==> src/rtl/switch_box_cfg.sv <==
`default_nettype none
// ============================================================================
//  switch_box_cfg : run-time configurable routing switch box with shadow /
//  active configuration banks and a break-before-make commit sequence.
//  Revision: 1.0
// ============================================================================
module switch_box_cfg #(
    parameter int TB_W      = 5,
    parameter int LR_W      = 4,
    parameter int IDX_W     = 3,
    parameter int ADDR_W    = 5,
    parameter int BLANK_CYC = 1
) (
    input  logic                 clk,
    input  logic                 rst_n,
    input  logic [TB_W-1:0]      top_i,
    input  logic [TB_W-1:0]      bot_i,
    input  logic [LR_W-1:0]      left_i,
    input  logic [LR_W-1:0]      right_i,
    output logic [TB_W-1:0]      top_o,
    output logic [TB_W-1:0]      top_oe,
    output logic [TB_W-1:0]      bot_o,
    output logic [TB_W-1:0]      bot_oe,
    output logic [LR_W-1:0]      left_o,
    output logic [LR_W-1:0]      left_oe,
    output logic [LR_W-1:0]      right_o,
    output logic [LR_W-1:0]      right_oe,
    input  logic                 cfg_valid,
    output logic                 cfg_ready,
    input  logic [ADDR_W-1:0]    cfg_addr,
    input  logic [IDX_W+2:0]     cfg_data,
    input  logic                 commit_req,
    output logic                 commit_done,
    output logic                 cfg_err,
    input  logic [ADDR_W-1:0]    cfg_rd_addr,
    output logic [IDX_W+2:0]     cfg_rd_data
);

    localparam int N_OUT  = 2*TB_W + 2*LR_W;
    localparam int DATA_W = 3 + IDX_W;
    localparam int EXT_W  = 2**IDX_W;
    localparam int CNT_W  = (BLANK_CYC > 1) ? $clog2(BLANK_CYC) : 1;

    // Bit k set when index k exists on that side; wider indices mean "off".
    localparam logic [EXT_W-1:0]  c_TB_MASK  = {EXT_W{1'b1}} >> (EXT_W - TB_W);
    localparam logic [EXT_W-1:0]  c_LR_MASK  = {EXT_W{1'b1}} >> (EXT_W - LR_W);
    localparam logic [ADDR_W:0]   c_N_OUT_X  = (ADDR_W+1)'(N_OUT);
    localparam logic [CNT_W-1:0]  c_CNT_LOAD = CNT_W'(BLANK_CYC - 1);

    typedef enum logic [1:0] {
        ST_IDLE  = 2'd0,
        ST_BLANK = 2'd1,
        ST_APPLY = 2'd2
    } state_t;

    state_t              r_state;
    logic [CNT_W-1:0]    r_cnt;
    logic                r_ready;
    logic                r_oe_en;
    logic                r_done;
    logic                r_err;
    logic [DATA_W-1:0]   r_shadow [N_OUT];
    logic [DATA_W-1:0]   r_active [N_OUT];
    logic [DATA_W-1:0]   r_rd_data;

    logic                w_wr_legal;
    logic                w_wr_en;
    logic                w_apply;
    logic [DATA_W-1:0]   w_rd_mux;
    logic [EXT_W-1:0]    w_top_x;
    logic [EXT_W-1:0]    w_bot_x;
    logic [EXT_W-1:0]    w_left_x;
    logic [EXT_W-1:0]    w_right_x;
    logic [N_OUT-1:0]    w_o_all;
    logic [N_OUT-1:0]    w_oe_all;

    assign w_wr_legal = ({1'b0, cfg_addr} < c_N_OUT_X);
    assign w_wr_en    = (r_state == ST_IDLE) && cfg_valid;
    assign w_apply    = (r_state == ST_APPLY);

    always_ff @(posedge clk or negedge rst_n) begin
        if (!rst_n) begin
            r_state <= ST_IDLE;
            r_cnt   <= '0;
            r_ready <= 1'b1;
            r_oe_en <= 1'b1;
            r_done  <= 1'b0;
            r_err   <= 1'b0;
        end else begin
            r_done <= 1'b0;
            r_err  <= 1'b0;
            case (r_state)
                ST_IDLE: begin
                    if (cfg_valid && !w_wr_legal) begin
                        r_err <= 1'b1;
                    end
                    if (commit_req) begin
                        r_state <= ST_BLANK;
                        r_cnt   <= c_CNT_LOAD;
                        r_ready <= 1'b0;
                        r_oe_en <= 1'b0;
                    end
                end
                ST_BLANK: begin
                    if (r_cnt == '0) begin
                        r_state <= ST_APPLY;
                    end else begin
                        r_cnt <= r_cnt - 1'b1;
                    end
                end
                ST_APPLY: begin
                    r_state <= ST_IDLE;
                    r_ready <= 1'b1;
                    r_oe_en <= 1'b1;
                    r_done  <= 1'b1;
                end
                default: begin
                    r_state <= ST_IDLE;
                    r_ready <= 1'b1;
                    r_oe_en <= 1'b1;
                end
            endcase
        end
    end

    // Illegal addresses match no entry, so those writes drop out naturally.
    always_ff @(posedge clk or negedge rst_n) begin
        if (!rst_n) begin
            for (int i = 0; i < N_OUT; i++) begin
                r_shadow[i] <= '0;
                r_active[i] <= '0;
            end
        end else begin
            for (int i = 0; i < N_OUT; i++) begin
                if (w_wr_en && (cfg_addr == ADDR_W'(i))) begin
                    r_shadow[i] <= cfg_data;
                end
                if (w_apply) begin
                    r_active[i] <= r_shadow[i];
                end
            end
        end
    end

    always_comb begin
        w_rd_mux = '0;
        for (int i = 0; i < N_OUT; i++) begin
            if (cfg_rd_addr == ADDR_W'(i)) begin
                w_rd_mux = r_active[i];
            end
        end
    end

    always_ff @(posedge clk or negedge rst_n) begin
        if (!rst_n) begin
            r_rd_data <= '0;
        end else begin
            r_rd_data <= w_rd_mux;
        end
    end

    assign w_top_x   = EXT_W'(top_i);
    assign w_bot_x   = EXT_W'(bot_i);
    assign w_left_x  = EXT_W'(left_i);
    assign w_right_x = EXT_W'(right_i);

    for (genvar p = 0; p < N_OUT; p++) begin : g_pin
        logic [2:0]       w_side;
        logic [IDX_W-1:0] w_idx;
        logic             w_hit;
        logic             w_val;

        assign w_side = r_active[p][2:0];
        assign w_idx  = r_active[p][DATA_W-1:3];

        always_comb begin
            w_hit = 1'b0;
            w_val = 1'b0;
            case (w_side)
                3'd1: begin
                    w_hit = c_TB_MASK[w_idx];
                    w_val = w_top_x[w_idx];
                end
                3'd2: begin
                    w_hit = c_LR_MASK[w_idx];
                    w_val = w_right_x[w_idx];
                end
                3'd3: begin
                    w_hit = c_TB_MASK[w_idx];
                    w_val = w_bot_x[w_idx];
                end
                3'd4: begin
                    w_hit = c_LR_MASK[w_idx];
                    w_val = w_left_x[w_idx];
                end
                default: begin
                    w_hit = 1'b0;
                    w_val = 1'b0;
                end
            endcase
        end

        assign w_o_all[p]  = w_hit & w_val;
        assign w_oe_all[p] = w_hit;
    end

    assign top_o    = w_o_all[TB_W-1:0];
    assign bot_o    = w_o_all[2*TB_W-1:TB_W];
    assign left_o   = w_o_all[2*TB_W+LR_W-1:2*TB_W];
    assign right_o  = w_o_all[N_OUT-1:2*TB_W+LR_W];

    assign top_oe   = w_oe_all[TB_W-1:0]                 & {TB_W{r_oe_en}};
    assign bot_oe   = w_oe_all[2*TB_W-1:TB_W]            & {TB_W{r_oe_en}};
    assign left_oe  = w_oe_all[2*TB_W+LR_W-1:2*TB_W]     & {LR_W{r_oe_en}};
    assign right_oe = w_oe_all[N_OUT-1:2*TB_W+LR_W]      & {LR_W{r_oe_en}};

    assign cfg_ready   = r_ready;
    assign commit_done = r_done;
    assign cfg_err     = r_err;
    assign cfg_rd_data = r_rd_data;

endmodule
`default_nettype wire

==> config.mk <==
export PLATFORM = sky130hd
export DESIGN_NAME = switch_box_cfg
export DESIGN_NICKNAME = d
export VERILOG_FILES = /design/src/rtl/switch_box_cfg.sv
export SDC_FILE = /design/constraint.sdc
export NUM_CORES = 1
export LEC_CHECK = 0
export CELL_PAD_IN_SITES_DETAIL_PLACEMENT = 1
export CELL_PAD_IN_SITES_GLOBAL_PLACEMENT = 1
export CORE_MARGIN = 5
export CORE_UTILIZATION = 49
export CTS_CLUSTER_SIZE = 30
export DETAILED_ROUTE_END_ITERATION = 8
export PLACE_DENSITY_LB_ADDON = 0.1
export SYNTH_ARGS = -nofsm -noshare
export SYNTH_HDL_FRONTEND = slang
export SYNTH_SLANG_ARGS = --single-unit
==> constraint.sdc <==
create_clock -name clk -period 3.75 [get_ports clk]
set_input_delay 1.125 -clock clk [delete_from_list [all_inputs] [get_ports clk]]
set_output_delay 1.125 -clock clk [all_outputs]
set_load 0.02 [all_outputs]
### Yosys cells after proc, flatten, opt, wreduce, memory -nomap -nowiden

Memories as Yosys holds them, arrays and structs flattened.
Cells that the tools add are included.
Widths: inputs -> output; s select.

* register bits: 228
* bits in read-only memories: 288
* input port bits: 38
* word-level logic and storage cells: 539
* memories kept: 36

Memories
* (no name shown): words 8, bits a word 1, rd ports 1, clocked after memory_dff 0, wr ports 0, line 193 `w_hit = c_LR_MASK[w_idx];`
* (no name shown): words 8, bits a word 1, rd ports 1, clocked after memory_dff 0, wr ports 0, line 189 `w_hit = c_TB_MASK[w_idx];`
* (no name shown): words 8, bits a word 1, rd ports 1, clocked after memory_dff 0, wr ports 0, line 193
* (no name shown): words 8, bits a word 1, rd ports 1, clocked after memory_dff 0, wr ports 0, line 189
* (no name shown): words 8, bits a word 1, rd ports 1, clocked after memory_dff 0, wr ports 0, line 193
* (no name shown): words 8, bits a word 1, rd ports 1, clocked after memory_dff 0, wr ports 0, line 189
* 30 more memories

* add/sub/neg operators: 1
* order comparisons: 19
* eq/ne operators: 110
* multiplexer cells: 244
* bitwise logic cells: 23
* reductions and logical operators: 64

Operators by type and width (count)
* $bmux 1 s3: 72
* $mux 1: 113
* $eq 3x2->1 const B: 36
* $mux 6: 18
* $eq 5x4->1 const B: 16
* $lt 3x4->1 const B: 18
* $pmux 1 s4: 18
* $reduce_or 2->1: 36
* $eq 3x1->1 const B: 18
* $eq 3x3->1 const B: 18
* $eq 5x3->1 const B: 8
* $pmux 1 s2: 20
* $eq 5x2->1 const B: 4
* $eq 5x5->1 const B: 4
* $logic_and 1x1->1: 20
* $and 1x1->1: 18
* $and 5x5->5: 2
* $eq 5x1->1 const B: 2
* $logic_not 5->1: 2
* $and 4x4->4: 2
* $reduce_and 2->1: 3
* $lt 5x5->1 const B: 1
* $mux 2: 2
* $ne 2x2->1 const B: 2
* 8 further kinds: 8

### Logic depth before layout (Yosys ltp)

* depth after elaboration: 19
* gate-level depth with buffers: 8
* gate-level depth less buffers: 5

### Worst setup path after synthesis

OpenSTA, ideal clock, no wires.

* kind: input-to-output
* start: input port right_i[3]
* end: output port top_o[1]
* arrival: 2382 ps
* slack: 243 ps
* stages on the path: 5
* buffers on the path: 1
* path through: clkbuf_1 mux4_2 nor3b_1 a31oi_1 o31ai_1

* word-level cells in the longest chain between the ends: 4

Ends and longest elaborated chain
* start, declared: line 19 `input logic [LR_W-1:0] right_i,`
* $bmux 1 s3: line 186 `w_val = w_right_x[w_idx];`
* $mux 1 (implied by the code): line 186
* $pmux 1 s4: line 179 `case (w_side)`
* $and 1x1->1: line 203 `assign w_o_all[p] = w_hit & w_val;`
* end, declared: line 20 `output logic [TB_W-1:0] top_o,`

Every way passes these cells. The select of a mux whose other input is x is not followed.

### Worst setup path in the final report

* start: input port top_i[2]
* end: output port right_o[0]

* word-level cells in the longest chain between the ends: 4

Ends and longest elaborated chain
* start, declared: line 16 `input logic [TB_W-1:0] top_i,`
* $bmux 1 s3: line 182 `w_val = w_top_x[w_idx];`
* $mux 1 (implied by the code): line 182
* $pmux 1 s4: line 179
* $and 1x1->1: line 203
* end, declared: line 26 `output logic [LR_W-1:0] right_o,`

Every way passes these cells. The select of a mux whose other input is x is not followed.

==> flow_summary.rst <==
.. list-table::
   :header-rows: 1

   * - Metric
     - Value
   * - Core region area
     - 27000 µm²
   * - Synth cell types
     - 66
   * - Area of all placed cells without fillers
     - 17000 µm²
   * - Final Instance Count excl. Fillers
     - 1655
   * - CTS H-tree depth
     - 1
   * - Final clock period utilization by the worst path
     - 1.02
   * - Sum of overflow across all layers after global routing
     - 0
   * - Required time at the worst-slack endpoint
     - 2.62 ns
   * - Max Transition Viols Final
     - 0
   * - Endpoint arrival time on the critical path
     - 2.72 ns
   * - Overall fraction of global-route tracks in use
     - 0.334
   * - Type of element capturing the critical path
     - output port
   * - Average wire per cell in the routed design
     - 31.3 µm
   * - Avg Synthesized Cell Area
     - 11.7 µm²
   * - Via density
     - 6.83
   * - Clock network latency to the later pin of the worst-skew pair
     - 0.55 ns
   * - Unrepaired setup endpoints after global routing
     - true
   * - Share of the synthesized area in the top cell type
     - 0.420
   * - Worst reg2reg path depth
     - 5
   * - Number of buffers inserted during clock tree synthesis
     - 25
   * - Wire length of the first global-routing pass
     - 77800 µm
   * - Via total after detailed routing
     - 11300
   * - #FFs+latches synth
     - 227
   * - Total Die Area
     - 30900 µm²
   * - Type of origin of the critical path
     - primary input
   * - DPL Wire Length
     - 32600 µm
   * - Synthesis-to-finish area growth
     - 26.3%
   * - Max-cap violations
     - 0
   * - Quantity of I/O buffers inserted on ports
     - 82
   * - Pin count of the biggest net entering global routing
     - 119
   * - Synthesized instance count
     - 1153
   * - Placed cell count
     - 1565
   * - Final Routed Wirelength
     - 51800 µm
   * - Clock root buffer
     - sky130_fd_sc_hd__clkbuf_16
   * - Largest area contributor in the netlist
     - sky130_fd_sc_hd__dfrtp_1
   * - Utilization after layout
     - 0.629
   * - Iter 0 DRT Violations
     - 1372
   * - Width of the chip
     - 176 µm
   * - Share of synthesized area occupied by flip-flops and latches
     - 0.422
   * - Remaining design rule violation count
     - 0
   * - Mapped Area
     - 13500 µm²
   * - Layout net count
     - 1332
   * - Number of top-level pins
     - 83
   * - Remaining max-slew budget at the tightest pin
     - 0.475
   * - Number of hold-slack violations in the final timing report
     - 0
   * - Total power divided by cell area
     - 670 nW/µm²
   * - First drt pass iteration count
     - 7
   * - Maximum clock path buffer count
     - 3
   * - WHS
     - 0.487 ns
   * - Final antenna-violating net count
     - 0
   * - Largest clock skew in the final design
     - 0.0190 ns
   * - Number of antenna violations at the first check in global routing
     - 0
   * - Hold path cells
     - 2
   * - Die Height
     - 176 µm
   * - Std cell rows
     - 60
   * - Cells taking the most area after synthesis
     - sky130_fd_sc_hd__dfrtp_1, sky130_fd_sc_hd__mux2_2, sky130_fd_sc_hd__mux4_2
   * - Largest fanout on the critical path
     - 8
   * - Worst-margin pin slew
     - 0.778 ns
   * - Reported leakage power
     - 7.29 nW
   * - Worst-case vdd ir drop
     - 0.476 mV
   * - Minimum setup slack after placement
     - -0.833 ns
   * - Class of the tightest hold or removal check
     - reg2reg
   * - Final worst-path setup slack
     - -0.0935 ns
   * - Share of flip-flops with an asynchronous set or reset after synthesis
     - 1.00
   * - Time the worst path needs with I/O delays and setup
     - 3.84 ns
   * - Dominant register cell in the synthesized netlist
     - sky130_fd_sc_hd__dfrtp_1
   * - TritonCTS clock tree
     - yes
   * - RePlAce Congestion
     - 0.964
   * - Clock-pin slew on the worst setup and hold paths
     - 0.06 ns
   * - Vias in the first global route
     - 11900
   * - Total number of yosys warnings
     - 0
   * - Fraction of layout cells with a size suffix above 1
     - 0.413
   * - Violated checks
     - negative setup slack
   * - Classification of the worst setup path
     - in2out
   * - Number of failing setup endpoints in the final timing report
     - 5
   * - Dpl cell area
     - 15200 µm²
   * - Status
     - finished, violations left
   * - Number of flops mapped to enable cells by yosys
     - 0
   * - Effective utilization at floorplan
     - 0.498
   * - Clock Sink Count
     - 227
   * - Fmax
     - 260 MHz
   * - Synthesized netlist net count
     - 1191
-- cell usage after synthesis, types with 6 or more instances --
master	n
sky130_fd_sc_hd__o32a_1	7
sky130_fd_sc_hd__a221oi_1	6
sky130_fd_sc_hd__a31oi_1	17
sky130_fd_sc_hd__o21ai_0	41
sky130_fd_sc_hd__o221ai_1	13
sky130_fd_sc_hd__dfrtp_1	226
sky130_fd_sc_hd__clkbuf_1	59
sky130_fd_sc_hd__buf_2	36
sky130_fd_sc_hd__o31ai_1	6
sky130_fd_sc_hd__o22ai_1	10
sky130_fd_sc_hd__nor2b_1	17
sky130_fd_sc_hd__mux2_2	232
sky130_fd_sc_hd__nand3b_1	14
sky130_fd_sc_hd__o32ai_1	6
sky130_fd_sc_hd__mux2i_1	46
sky130_fd_sc_hd__and2_1	7
sky130_fd_sc_hd__a21oi_1	29
sky130_fd_sc_hd__nor2_1	88
sky130_fd_sc_hd__and3_1	7
sky130_fd_sc_hd__nand2b_1	44
sky130_fd_sc_hd__nand3_1	15
sky130_fd_sc_hd__mux4_2	61
sky130_fd_sc_hd__inv_1	19
sky130_fd_sc_hd__nand2_1	40
sky130_fd_sc_hd__nor3_1	11
sky130_fd_sc_hd__a211oi_1	11
sky130_fd_sc_hd__nor4b_1	6
-- routing by layer --
layer,GRT usage,part of all wire,up-vias
li1,-,-,4628
met1,0.454,0.40,5827
met4,0.118,0.047,0
met2,0.517,0.45,655
met3,0.0913,0.10,186
met5,0.00641,0,-
-- cell usage in the layout (no fill, tap or decap), drive strengths merged, types with 6 or more instances in the layout --
cell type / instances
o31ai: 6
o21ai: 41
nor2b: 17
nand2: 40
a21oi: 29
mux2i: 46
nand3: 16
nor2: 88
o32ai: 6
dfrtp: 226
a221oi: 6
and2: 7
nand3b: 14
inv: 20
o221ai: 13
a211oi: 11
o32a: 7
buf: 162
clkbuf: 33
mux2: 232
o22ai: 10
mux4: 61
nor3: 12
nand2b: 44
and3: 7
nor4b: 7
clkdlybuf4s50: 44
a31oi: 17
-- layout make-up --
class | instances | area [µm²]
Clock inverter | 13 | 199
Inverter | 19 | 71.3
Sequential cell | 227 | 5680
Tap cell | 341 | 427
Fill cell | 2666 | 10000
Antenna cell | 1 | 2.50
Clock buffer | 33 | 716
Timing Repair Buffer | 211 | 2470
Multi-Input combinational cell | 810 | 7430
-- timing repair --
item,4_1_cts,5_1_grt
pin swaps,20,14
hold buffers,0,0
endpoints found under the setup margin,18,16
endpoints found under the hold margin,0,0
buffers inserted,29,2
gates cloned,18,0
resized for setup,246,37
-- stage by stage --
stage          setup TNS [ns]  power, W
6_report               -0.250    0.0114
5_1_grt                -0.450    0.0119
4_1_cts                -0.145    0.0112
3_5_place_dp           -12.96   0.00834
3_3_place_gp           -12.37   0.00817
2_1_floorplan               0   0.00658
-- cell families after synthesis --
family / after synthesis / synth area share
buf+inv: 116 / 0.0360
compound gates: 188 / 0.0964
flops: 227 / 0.422
xor+xnor: 6 / 0.00391
simple gates: 277 / 0.111
mux: 339 / 0.331
-- worst max-delay path, cell delays in order --
cell                       delay, ns
sky130_fd_sc_hd__buf_12         0.12
sky130_fd_sc_hd__buf_12         0.14
sky130_fd_sc_hd__buf_12         0.14
sky130_fd_sc_hd__mux4_2         0.48
sky130_fd_sc_hd__nand3b_1       0.13
sky130_fd_sc_hd__a211oi_1       0.09
sky130_fd_sc_hd__a31oi_2        0.17
sky130_fd_sc_hd__o21ai_1        0.13
sky130_fd_sc_hd__buf_4          0.18
-- report_power, final --
| group | total, W | switching [W] | leakage (nW) | internal, W |
|---|---|---|---|---|
| registers | 0.00435 | 0.00127 | 3.00 | 0.00308 |
| clock network | 0.00273 | 0.00104 | 0.449 | 0.00168 |
| logic | 0.00430 | 0.00197 | 3.83 | 0.00232 |
| total | 0.0114 | 0.00429 | 7.29 | 0.00709 |
-- registers in the layout (all words and copies together), names as in the netlist --
name,flops
cfg_err,1
cfg_rd_data,6
commit_done,1
g_pin.w_idx,54
g_pin.w_side,54
r_oe_en,1
r_shadow,108
r_state,2
-- final timing paths --
kind                                                  end                     start  slack (ns)
setup / recovery                               right_o[0]                  top_i[2]       -0.09
max in group asynchronous             r_oe_en$_DFFE_PN1P_                     rst_n        2.26
hold / removal             g_pin[10].w_idx[1]$_DFFE_PN0P_  r_shadow[46]$_DFFE_PN0P_        0.49
min in group asynchronous        r_shadow[11]$_DFFE_PN0P_                     rst_n        0.60
hold reg to reg            g_pin[10].w_idx[1]$_DFFE_PN0P_  r_shadow[46]$_DFFE_PN0P_        0.49
setup reg to reg                 r_shadow[13]$_DFFE_PN0P_    r_state[1]$_DFFE_PN0N_        1.53
(Power assumes the default switching activity.)
